===== config.mk =====
export PLATFORM = sky130hd
export DESIGN_NAME = mem_arbiter_flat
export DESIGN_NICKNAME = d
export VERILOG_FILES = /design/src/rtl/mem_arbiter_if.sv /design/src/rtl/mem_arbiter.sv /design/src/flat_wrapper.sv
export SDC_FILE = /design/constraint.sdc
export NUM_CORES = 1
export LEC_CHECK = 0
export CAP_MARGIN = 40
export CORE_MARGIN = 8
export CORE_UTILIZATION = 45
export CTS_CLUSTER_DIAMETER = 50
export DETAILED_ROUTE_END_ITERATION = 6
export PLACE_DENSITY = 0.8
export SYNTH_ARGS = -nofsm -noshare
export SYNTH_HDL_FRONTEND = slang
export SYNTH_SLANG_ARGS = --single-unit

===== constraint.sdc =====
create_clock -name clock -period 2.5 [get_ports clock]
set_input_delay 0.5 -clock clock [delete_from_list [all_inputs] [get_ports clock]]
set_output_delay 0.5 -clock clock [all_outputs]
set_load 0.02 [all_outputs]

===== src/rtl/mem_arbiter_if.sv =====
// Bundle of the CPU-side and memory-side signals around mem_arbiter.
// The master modport is the arbiter's view: it masters the memory and answers
// the two CPU ports. The slave modport is the view of the surrounding system.
interface mem_arbiter_if;
  // instruction-fetch port
  logic        i_req;
  logic [15:0] i_addr;
  logic [15:0] i_rdata;
  logic        i_ack;
  // load/store data port
  logic        d_req;
  logic        d_we;
  logic [15:0] d_addr;
  logic [15:0] d_wdata;
  logic [15:0] d_rdata;
  logic        d_ack;
  logic        bus_err;
  // single-port main memory
  logic        mem_req;
  logic        mem_we;
  logic [15:0] mem_addr;
  logic [15:0] mem_wdata;
  logic [15:0] mem_rdata;
  logic        mem_ready;

  modport master (
    input  i_req, i_addr, d_req, d_we, d_addr, d_wdata, mem_rdata, mem_ready,
    output i_rdata, i_ack, d_rdata, d_ack, bus_err,
           mem_req, mem_we, mem_addr, mem_wdata
  );

  modport slave (
    output i_req, i_addr, d_req, d_we, d_addr, d_wdata, mem_rdata, mem_ready,
    input  i_rdata, i_ack, d_rdata, d_ack, bus_err,
           mem_req, mem_we, mem_addr, mem_wdata
  );
endinterface


===== src/rtl/mem_arbiter.sv =====
// Shares one single-port 16-bit memory between instruction fetch and the
// load/store port. Data normally wins a tie, but after STARVE_MAX consecutive
// data grants with a fetch waiting, the fetch is served. Accesses that see no
// mem_ready within TIMEOUT cycles are aborted with bus_err and rdata 16'hFFFF.
// Every output comes straight from a register.
module mem_arbiter #(
  parameter int STARVE_MAX = 4,   // 1..255
  parameter int TIMEOUT    = 16   // 2..255
) (
  input logic           clock,
  input logic           reset,    // asynchronous, active low
  mem_arbiter_if.master bus
);

  localparam logic [7:0] STARVE_LIM   = 8'(STARVE_MAX);
  localparam logic [7:0] TIMEOUT_LAST = 8'(TIMEOUT - 1);

  typedef enum logic [1:0] {IDLE, BUSY_I, BUSY_D, DONE} state_t;

  state_t      state_reg,      state_next;
  logic [7:0]  starve_cnt_reg, starve_cnt_next;
  logic [7:0]  wait_cnt_reg,   wait_cnt_next;
  logic [15:0] addr_reg,       addr_next;
  logic [15:0] wdata_reg,      wdata_next;
  logic        we_reg,         we_next;
  logic        mem_req_reg,    mem_req_next;
  logic [15:0] i_rdata_reg,    i_rdata_next;
  logic [15:0] d_rdata_reg,    d_rdata_next;
  logic        i_ack_reg,      i_ack_next;
  logic        d_ack_reg,      d_ack_next;
  logic        bus_err_reg,    bus_err_next;

  logic grant_i;
  logic grant_d;

  // Arbitration: a lone request wins; on a tie data wins until the fetch has
  // been passed over STARVE_MAX times in a row.
  always_comb begin
    grant_i = bus.i_req && (!bus.d_req || (starve_cnt_reg == STARVE_LIM));
    grant_d = bus.d_req && !grant_i;
  end

  // Next-state and next-output logic of the access sequencer.
  always_comb begin
    state_next      = state_reg;
    starve_cnt_next = starve_cnt_reg;
    wait_cnt_next   = wait_cnt_reg;
    addr_next       = addr_reg;
    wdata_next      = wdata_reg;
    we_next         = we_reg;
    mem_req_next    = mem_req_reg;
    i_rdata_next    = i_rdata_reg;
    d_rdata_next    = d_rdata_reg;
    i_ack_next      = 1'b0;
    d_ack_next      = 1'b0;
    bus_err_next    = 1'b0;

    case (state_reg)
      IDLE: begin
        if (grant_i) begin
          state_next      = BUSY_I;
          starve_cnt_next = 8'd0;
          wait_cnt_next   = 8'd0;
          addr_next       = bus.i_addr;
          we_next         = 1'b0;
          mem_req_next    = 1'b1;
        end else if (grant_d) begin
          state_next    = BUSY_D;
          wait_cnt_next = 8'd0;
          addr_next     = bus.d_addr;
          wdata_next    = bus.d_wdata;
          we_next       = bus.d_we;
          mem_req_next  = 1'b1;
          // Only a data grant that overtakes a waiting fetch counts.
          if (bus.i_req && (starve_cnt_reg != STARVE_LIM)) begin
            starve_cnt_next = starve_cnt_reg + 8'd1;
          end
        end
      end

      BUSY_I, BUSY_D: begin
        if (!bus.mem_ready) begin
          wait_cnt_next = wait_cnt_reg + 8'd1;
        end
        // A late mem_ready still beats the timeout in the same cycle.
        if (bus.mem_ready || (wait_cnt_reg == TIMEOUT_LAST)) begin
          state_next   = DONE;
          mem_req_next = 1'b0;
          we_next      = 1'b0;
          bus_err_next = !bus.mem_ready;
          if (state_reg == BUSY_I) begin
            i_ack_next   = 1'b1;
            i_rdata_next = bus.mem_ready ? bus.mem_rdata : 16'hFFFF;
          end else begin
            d_ack_next   = 1'b1;
            d_rdata_next = bus.mem_ready ? bus.mem_rdata : 16'hFFFF;
          end
        end
      end

      DONE: begin
        // The ack cycle: requests are ignored until back in IDLE.
        state_next = IDLE;
      end

      default: begin
        state_next = IDLE;
      end
    endcase
  end

  // State and output registers; reset aborts any access at once.
  always_ff @(posedge clock or negedge reset) begin
    if (!reset) begin
      state_reg      <= IDLE;
      starve_cnt_reg <= 8'd0;
      wait_cnt_reg   <= 8'd0;
      addr_reg       <= 16'd0;
      wdata_reg      <= 16'd0;
      we_reg         <= 1'b0;
      mem_req_reg    <= 1'b0;
      i_rdata_reg    <= 16'd0;
      d_rdata_reg    <= 16'd0;
      i_ack_reg      <= 1'b0;
      d_ack_reg      <= 1'b0;
      bus_err_reg    <= 1'b0;
    end else begin
      state_reg      <= state_next;
      starve_cnt_reg <= starve_cnt_next;
      wait_cnt_reg   <= wait_cnt_next;
      addr_reg       <= addr_next;
      wdata_reg      <= wdata_next;
      we_reg         <= we_next;
      mem_req_reg    <= mem_req_next;
      i_rdata_reg    <= i_rdata_next;
      d_rdata_reg    <= d_rdata_next;
      i_ack_reg      <= i_ack_next;
      d_ack_reg      <= d_ack_next;
      bus_err_reg    <= bus_err_next;
    end
  end

  assign bus.mem_req   = mem_req_reg;
  assign bus.mem_we    = we_reg;
  assign bus.mem_addr  = addr_reg;
  assign bus.mem_wdata = wdata_reg;
  assign bus.i_rdata   = i_rdata_reg;
  assign bus.d_rdata   = d_rdata_reg;
  assign bus.i_ack     = i_ack_reg;
  assign bus.d_ack     = d_ack_reg;
  assign bus.bus_err   = bus_err_reg;

endmodule


===== src/flat_wrapper.sv =====
// flat-port wrapper written by rule: the top's interface ports become plain ports
module mem_arbiter_flat 
#(
  parameter int STARVE_MAX = 4,            
  parameter int TIMEOUT    = 16            
)
  (clock, reset, bus_i_req, bus_i_addr, bus_d_req, bus_d_we, bus_d_addr, bus_d_wdata, bus_mem_rdata, bus_mem_ready, bus_i_rdata, bus_i_ack, bus_d_rdata, bus_d_ack, bus_bus_err, bus_mem_req, bus_mem_we, bus_mem_addr, bus_mem_wdata);
  mem_arbiter_if bus_i ();
  input logic clock;
  input logic reset;
  input wire logic [$bits(bus_i.i_req)-1:0] bus_i_req;
  input wire logic [$bits(bus_i.i_addr)-1:0] bus_i_addr;
  input wire logic [$bits(bus_i.d_req)-1:0] bus_d_req;
  input wire logic [$bits(bus_i.d_we)-1:0] bus_d_we;
  input wire logic [$bits(bus_i.d_addr)-1:0] bus_d_addr;
  input wire logic [$bits(bus_i.d_wdata)-1:0] bus_d_wdata;
  input wire logic [$bits(bus_i.mem_rdata)-1:0] bus_mem_rdata;
  input wire logic [$bits(bus_i.mem_ready)-1:0] bus_mem_ready;
  output wire logic [$bits(bus_i.i_rdata)-1:0] bus_i_rdata;
  output wire logic [$bits(bus_i.i_ack)-1:0] bus_i_ack;
  output wire logic [$bits(bus_i.d_rdata)-1:0] bus_d_rdata;
  output wire logic [$bits(bus_i.d_ack)-1:0] bus_d_ack;
  output wire logic [$bits(bus_i.bus_err)-1:0] bus_bus_err;
  output wire logic [$bits(bus_i.mem_req)-1:0] bus_mem_req;
  output wire logic [$bits(bus_i.mem_we)-1:0] bus_mem_we;
  output wire logic [$bits(bus_i.mem_addr)-1:0] bus_mem_addr;
  output wire logic [$bits(bus_i.mem_wdata)-1:0] bus_mem_wdata;
  assign bus_i.i_req = bus_i_req;
  assign bus_i.i_addr = bus_i_addr;
  assign bus_i.d_req = bus_d_req;
  assign bus_i.d_we = bus_d_we;
  assign bus_i.d_addr = bus_d_addr;
  assign bus_i.d_wdata = bus_d_wdata;
  assign bus_i.mem_rdata = bus_mem_rdata;
  assign bus_i.mem_ready = bus_mem_ready;
  assign bus_i_rdata = bus_i.i_rdata;
  assign bus_i_ack = bus_i.i_ack;
  assign bus_d_rdata = bus_i.d_rdata;
  assign bus_d_ack = bus_i.d_ack;
  assign bus_bus_err = bus_i.bus_err;
  assign bus_mem_req = bus_i.mem_req;
  assign bus_mem_we = bus_i.mem_we;
  assign bus_mem_addr = bus_i.mem_addr;
  assign bus_mem_wdata = bus_i.mem_wdata;
  mem_arbiter #(.STARVE_MAX(STARVE_MAX), .TIMEOUT(TIMEOUT)) u_core (.clock(clock), .reset(reset), .bus(bus_i));
endmodule

-- Yosys cells after proc, flatten, opt, wreduce, memory -nomap -nowiden
Index checks and enable logic that the tools add are counted.
- register bits: 87
- input bits: 70
- output and inout bits: 69
- logic and storage cells: 75
- add/subtract/negate cells: 2
- equal/unequal tests: 9
- multiplexer cells: 29
- bitwise logic cells: 2
- reductions and logical operators: 21
- operator list (operator ; number):
    16-bit 2-to-1 mux ; 3
    8-bit 2-to-1 mux ; 6
    3-bit AND reduction ; 6
    8-bit by 1-bit adder with 8-bit output, second input constant ; 2
    8-bit one-hot mux with 2 select lines ; 1
    1-bit 2-to-1 mux ; 13
    8-bit by 3-bit == test with 1-bit output, second input constant ; 1
    8-bit by 4-bit == test with 1-bit output, second input constant ; 1
    8-bit by 3-bit != test with 1-bit output, second input constant ; 1
    2-bit 2-to-1 mux ; 3
    2-bit one-hot mux with 3 select lines ; 1
    2-bit nonzero test ; 3
    2-bit == test, second input constant ; 2
    1-bit one-hot mux with 2 select lines ; 2
    2-bit AND reduction ; 2
    1-bit logical AND ; 3
    1-bit zero test ; 3
    3-bit by 1-bit != test with 1-bit output, second input constant ; 1
    2-bit by 1-bit == test with 1-bit output, second input constant ; 1
    2-bit zero test ; 1
    1-bit logical OR ; 2
    2-bit by 1-bit != test with 1-bit output, second input constant ; 1
    2-bit != test, second input constant ; 1
    1-bit inverter ; 2
    2-bit OR reduction ; 1

-- Longest topological paths before layout
Gate-level depths: netlist of the first run.
- depth in word-level cells: 8
- depth in mapped cells: 8
- gate-level depth less buffers: 6

-- Least setup slack after synthesis of the first run
No wires, ideal clock.
- kind: reg2reg
- from: reg u_core.state_reg[0]
- to: reg u_core.wait_cnt_reg[6]
- library setup time: 0.078 ns
- arrival: 1.724 ns
- data required time: 2.422 ns
- setup slack: 0.698 ns
- stages on the path, launching flop included: 8
- buffers on the path: 1
- clock period less this slack: 1.802 ns
- path through: dfrtp_1 inv_1 ha_1 clkbuf_1 nand2_1 nand3_2 or4_1 a21oi_1
- cells in the longest elaborated chain, start to end: 4
- elaborated cells on any way between the ends: 9
- those cells by class: 4 x eq/ne; 1 x mux; 4 x reduce/logical
- ends and longest elaborated chain (what ; line ; text):
    start: declaration ; mem_arbiter.sv:20 ; state_t state_reg, state_next;
    start signal: assignment ; mem_arbiter.sv:128 ; state_reg <= state_next;
    2-bit == test or 2-bit by 1-bit == test with 1-bit output (tied branches) ; mem_arbiter.sv:58 ; case (state_reg)
    2-bit OR reduction ; mem_arbiter.sv:58 ;
    2-bit != test (no source line) or 2-bit nonzero test (tied branches) ; - ;
    3-bit AND reduction (no source line) ; - ;
    end signal: assignment ; mem_arbiter.sv:130 ; wait_cnt_reg <= wait_cnt_next;
    end: declaration ; mem_arbiter.sv:22 ; logic [7:0] wait_cnt_reg, wait_cnt_next;
Several ways; a longest one is shown, not always the timed one.
A chain may end at the register's enable or synchronous reset.

-- Worst setup path in the final report of the first run
- from: reg u_core.state_reg[1]
- to: reg u_core.wait_cnt_reg[6]
Same word-level chain as after synthesis.

==> results of run 1 <==
==> through the flow <==
stage / cell area, um2 / utilization / worst slack (ps)
after global routing: 5620 / 0.654 / 306
after floorplan: 3930 / - / 698
after global placement: 5420 / 0.631 / 286
after CTS: 5620 / 0.654 / 477
after detailed placement: 5430 / 0.632 / 226
final: 5620 / 0.654 / 483
==> worst max-delay path by stage <==
stage	startpoint	endpoint	slack [ps]	cells past startpoint
CTS	u_core.state_reg[1]	u_core.wait_cnt_reg[6]	480	6
global placement	bus_i_req	u_core.state_reg[1]	290	5
floorplan	u_core.state_reg[0]	u_core.wait_cnt_reg[6]	700	7
detailed placement	bus_i_req	u_core.bus.mem_addr[5]	230	6
global route	u_core.state_reg[1]	u_core.wait_cnt_reg[7]	310	6
finish	u_core.state_reg[1]	u_core.wait_cnt_reg[6]	480	6
==> cells in the final DEF, fill, tap and decap left out, types with 2 or more instances in the layout <==
cell type,instances
inv_1,6
nand2b_1,4
or3_1,2
o21ai_0,9
nor2_1,30
a21oi_1,8
buf_4,9
clkdlybuf4s50_1,137
ha_1,7
clkinv_4,2
mux2i_1,2
mux2_4,10
xor2_1,3
clkinvlp_4,2
or4_1,2
nand3_1,4
and2_1,2
mux2_2,7
a2bb2oi_1,32
nor2b_1,20
nor3_1,2
dfrtp_1,87
clkbuf_8,11
buf_12,3
nand4_1,5
xnor2_1,4
and3_1,2
a31oi_1,17
nand2_1,50
==> critical path, delay by kind of cell (launching register included) <==
family / cells / cell delay [ps]
simple gates: 3 / 850
fa+ha+maj: 1 / 470
flops: 1 / 380
compound gates: 1 / 150
buf+inv: 1 / 80
==> layer usage <==
metal  GRT usage  vias to the layer above  part of all wire
met3      0.0698                       11              0.11
met1       0.205                     1527              0.42
li1            -                     1503                 -
met4      0.0540                        0             0.012
met2       0.261                      113              0.46
met5           0                        -                 0
==> power by group through the flow <==
stage	registers (W)	logic, W	clock network, W
floorplan	0.00303	0.00138	0
global placement	0.00239	0.00353	0
detailed placement	0.00242	0.00361	0
CTS	0.00240	0.00361	0.000961
global route	0.00248	0.00383	0.00101
finish	0.00239	0.00357	0.000921
==> area by class of cell <==
| cell class | instances | area (um2) |
|---|---|---|
| clock buffers | 11 | 151 |
| clock inverters | 5 | 41.3 |
| fillers | 690 | 2970 |
| inverters | 6 | 22.5 |
| multi-input cells | 237 | 1600 |
| flip-flops and latches | 87 | 2180 |
| well taps | 108 | 135 |
| repair buffers | 149 | 1500 |
==> logic make-up after synthesis <==
kind of cell | share of synthesized area
AND/OR/NAND/NOR | 0.167
flip-flops | 0.554
AO/OA/AOI/OAI | 0.138
buffers and inverters | 0.0401
multiplexers | 0.0634
XOR/XNOR | 0.0156
adder cells (fa/ha/maj) | 0.0223
==> run_results.csv, run 1 <==
group,metric,value,unit
synth,ys_warn_count,0,
cts,path_clk_slew,90,ps
run_status,status,"finished, final reports clean",
synth,synth_most_common_cell,"dfrtp_1",
die,die_w,109,um
power_and_ir_drop,seqPwrFrac,0.348,
cts,clk_latency,350,ps
drt,dr.pass1.iters,4,
sta,fin_tns_setup,0,ps
worst_setup_path,r2r_slack,480,ps
sta,slew_headroom,0.651,
die,fp.coreArea,0.00859,mm2
die,num_rows,34,
cts,clockBufferDepth,2,
worst_setup_path,endpoint_kind,"flop",
worst_hold_path,hold_class,"in2async",
layout,layout-drive-gt1-share,0.107,
synth,seq_area_frac_synth,0.554,
die,boundaryPins,139,
power_and_ir_drop,clockPowerShare,0.134,
drt,drc,0,
sta,setup_viol,0,
cts,clkSinkCount,87,
drt,drt_wl_total,9810,um
global_route,grt_overflow,0,
worst_setup_path,reg2reg_to,"u_core.wait_cnt_reg[6]",
synth,synth_edf_count,0,
sta,holdWs,119,ps
global_route,grt_max_degree,40,
sta,rsz0062_at_grt,"no",
power_and_ir_drop,switching_share,0.384,
layout,finalNonFillerCells,603,
cts,htree_levels,3,
placed_design,placed_cells,587,
sta,drv_slew,0,
synth,yosys.area.top_type,"dfrtp_1",
placed_design,dp_hpwl,7470,um
synth,async_reset_ff_frac,1.00,
synth,ys_dominant_reg_cell,"dfrtp_1",
flow_run,maxCapViolCount,0,
synth,yosys.area.top_type_share,0.554,
synth,synth_area_leaders,"dfrtp_1, a2bb2oi_1, nand2_1",
power_and_ir_drop,leakage,2.37,nW
drt,post_drt_wl_per_cell,16.3,um
die,start_util,0.457,
power_and_ir_drop,comb_power_share,0.519,
cts,cts_hold_buffers,0,
synth,netlist_top_cells_count,"dfrtp_1, nand2_1, a2bb2oi_1",
placed_design,port_buffers,138,
layout,final_nets,567,
power_and_ir_drop,design_power_total,0.00688,W
power_and_ir_drop,powerDensity,1220,mW/mm2
cts,cts.repair.resized,0,
worst_setup_path,required,2770,ps
worst_setup_path,worstRegToRegCells,6,
sta,finalHoldViolCount,0,
synth,synth_cell_types,44,
power_and_ir_drop,power.switching,0.00264,W
sta,fin_crit_sh,0.807,
global_route,antenna_found_initial,0,
layout,antenna_cells,0,
cts,cts_setup_buffers,0,
global_route,grt_util_all_layers,0.167,
power_and_ir_drop,peakVddDrop,0.642,mV
synth,syn_nets,428,
worst_setup_path,cp-start-kind,"flop",
synth,avgSynthCellArea,11.2,um2
drt,ant_nets,0,
sta,worst_pin_slew,522,ps
worst_setup_path,path_cells,"inv_1 -> ha_1 -> or2_2 -> nand3_2 -> or4_1 -> a21oi_1",
synth,synth_area,0.00393,mm2
cts,root_buffer,"clkbuf_8",
worst_setup_path,cpPeakStageDelay,480,ps
worst_setup_path,worst_path_max_delay_cell,"or4_1",
drt,vias,3154,
drt,drtIter0Drc,67,
sta,max_freq,496,MHz
die,die_area,0.0120,mm2
placed_design,finalWeightedCongestion,0.817,
worst_setup_path,r2r_start,"u_core.state_reg[1]",
global_route,grt_pass1_wl,15900,um
die,die_h,109,um
cts,cts_tree,"done",
power_and_ir_drop,p_int,0.00424,W
cts,numCtsBuffers,9,
synth,syn_inst,351,
worst_setup_path,critical_path_class,"reg2reg",
drt,vias_per_cell,5.23,
synth,synth-seq-cells,87,
global_route,grt_pass1_vias,3236,
sta,clock_skew,11.4,ps
sta,fin_crit,2020,ps
layout,syn_to_final_growth,43.0,%
worst_setup_path,cp.arrival,2290,ps
worst_setup_path,worst-path-max-fanout,11,
Note: power is estimated with default switching activity, not from simulation.
==> run 2: changes to the inputs <==
==> constraint.sdc (replaced) <==
create_clock -name clock -period 2.1 [get_ports clock]
set_input_delay 0.42 -clock clock [delete_from_list [all_inputs] [get_ports clock]]
set_output_delay 0.42 -clock clock [all_outputs]
set_load 0.02 [all_outputs]
==> run_results.csv, run 2 (synthesized netlist as in run 1, its figures left out) <==
group,metric,value,unit
cts,clkSinkCount,87,
worst_setup_path,cp.arrival,2230,ps
die,die_area,0.0120,mm2
worst_hold_path,hold_start,"u_core.bus.mem_wdata[2]",
sta,finalHoldViolCount,0,
power_and_ir_drop,seqPwrFrac,0.336,
worst_setup_path,worst-path-max-fanout,9,
worst_setup_path,path_cells,"inv_1 -> ha_2 -> or2_2 -> nand3_2 -> or4_1 -> a21oi_1",
worst_setup_path,worstRegToRegCells,6,
layout,layout_common_cells,"clkdlybuf4s50_1, dfrtp_1, nand2_1",
drt,drt_wl_total,9840,um
worst_setup_path,critPathTopFamily,"simple AND/OR/NAND/NOR gates",
power_and_ir_drop,leakage,2.44,nW
worst_setup_path,endpoint_kind,"flop",
global_route,grt_util_all_layers,0.166,
worst_setup_path,cpPeakStageDelay,490,ps
cts,clockBufferDepth,2,
sta,fin_ws,140,ps
sta,worst_pin_slew,483,ps
layout,fillers,642,
power_and_ir_drop,power.switching,0.00320,W
worst_setup_path,path_buf_inv,1,
worst_setup_path,critPathLaunch,"u_core.state_reg[1]",
layout,syn_to_final_growth,46.0,%
run_status,status,"finished, final reports clean",
die,fp.coreArea,0.00859,mm2
layout,layout-drive-gt1-share,0.121,
power_and_ir_drop,comb_power_share,0.510,
global_route,grt_pass1_wl,16000,um
worst_setup_path,critical_path_class,"reg2reg",
sta,setup_viol,0,
worst_setup_path,r2r_slack,140,ps
drt,drtIter0Drc,93,
power_and_ir_drop,clockPowerShare,0.154,
global_route,grt_overflow,0,
sta,fin_tns_setup,0,ps
worst_hold_path,hold_class,"reg2reg",
cts,clk_latency,360,ps
cts,path_clk_slew,80,ps
worst_setup_path,required,2370,ps
power_and_ir_drop,switching_share,0.377,
worst_setup_path,worst_path_max_delay_cell,"or4_1",
drt,vias_per_cell,5.14,
cts,htree_levels,3,
power_and_ir_drop,peakVddDrop,0.580,mV
die,start_util,0.457,
power_and_ir_drop,powerDensity,1480,mW/mm2
global_route,antenna_found_initial,0,
sta,clock_skew,15.3,ps
flow_run,maxCapViolCount,0,
worst_setup_path,endpoint,"u_core.wait_cnt_reg[6]",
power_and_ir_drop,p_int,0.00529,W
drt,post_drt_wl_per_cell,16.1,um
sta,slew_headroom,0.677,
global_route,grt_pass1_vias,3292,
power_and_ir_drop,design_power_total,0.00849,W
placed_design,dp_hpwl,7460,um
drt,drc,0,
die,die_h,109,um
die,boundaryPins,139,
cts,cts_tree,"done",
die,die_w,109,um
placed_design,finalWeightedCongestion,0.822,
worst_setup_path,path_depth,6,
worst_setup_path,cp-start-kind,"flop",
global_route,grt_max_degree,33,
sta,max_freq,510,MHz
cts,root_buffer,"clkbuf_8",
die,num_rows,34,
worst_setup_path,reg2reg_to,"u_core.wait_cnt_reg[6]",
drt,ant_nets,0,
cts,numCtsBuffers,9,
layout,final_common_cell,"clkdlybuf4s50_1",
cts,cts_setup_buffers,0,
layout,antenna_cells,0,
placed_design,place_ws,-5.28,ps
sta,drv_slew,0,
sta,rsz0062_at_grt,"no",
worst_setup_path,r2r_start,"u_core.state_reg[1]",
sta,fin_crit,1960,ps
placed_design,port_buffers,138,
drt,vias,3140,
layout,final_nets,575,
drt,dr.pass1.iters,4,
sta,fin_crit_sh,0.933,
-- run 2: cell types whose count changed in the layout (fill, tap and decap cells not counted), sizes merged --
| cell | previous run | this run |
|---|---|---|
| buf | 12 | 19 |
| bufinv | 0 | 2 |
| clkbuf | 11 | 9 |
| clkinvlp | 2 | 1 |
| dlygate4sd3 | 0 | 1 |
| inv | 7 | 8 |
-- run 2: how the worst min path moves through the flow --
stage	endpoint	slack, ps	cells after the start
global placement	u_core.bus.mem_wdata[10]	350	1
detailed placement	u_core.bus.mem_wdata[11]	360	1
finish	u_core.bus.mem_wdata[2]	510	1
floorplan	u_core.bus.bus_err	120	0
global route	u_core.bus.mem_wdata[11]	540	1
CTS	u_core.bus.mem_wdata[11]	510	2
-- run 2: stage by stage --
step	cells	hold slack, ps	cell area (um2)	utilization
finish	611	513	5740	0.668
global route	611	537	5740	0.668
CTS	611	509	5730	0.667
detailed placement	594	358	5500	0.640
global placement	593	352	5490	0.638
floorplan	351	124	3930	-
-- run 2: timing repair --
action                                  4_1_cts  5_1_grt
endpoints found under the hold margin        24        0
endpoints found under the setup margin        0        1
gates resized for setup                       0        1
hold buffers                                  1        0
-- run 2: layout make-up --
type | count | area [um2] | area share
multi-input cells | 237 | 1600 | 0.279
clock inverters | 7 | 103 | 0.0179
clock buffers | 9 | 124 | 0.0216
repair buffers | 157 | 1580 | 0.275
flip-flops and latches | 87 | 2180 | 0.379
inverters | 6 | 22.5 | 0.00393
well taps | 108 | 135 | 0.0236
-- run 2: power groups by stage --
| stage | combinational (W) | clock, W | sequential, W |
|---|---|---|---|
| 2_1_floorplan | 0.00164 | 0 | 0.00360 |
| 3_3_place_gp | 0.00423 | 0 | 0.00286 |
| 3_5_place_dp | 0.00436 | 0 | 0.00288 |
| 4_1_cts | 0.00437 | 0.00134 | 0.00286 |
| 5_1_grt | 0.00467 | 0.00140 | 0.00295 |
| 6_report | 0.00433 | 0.00131 | 0.00285 |
-- run 2: per-layer routing --
metal | vias up | GRT usage | routed length (um)
met5 | - | 0 | 0
met2 | 109 | 0.258 | 4360
met3 | 12 | 0.0610 | 1010
met1 | 1494 | 0.207 | 4310
li1 | 1525 | - | -
met4 | 0 | 0.0665 | 160
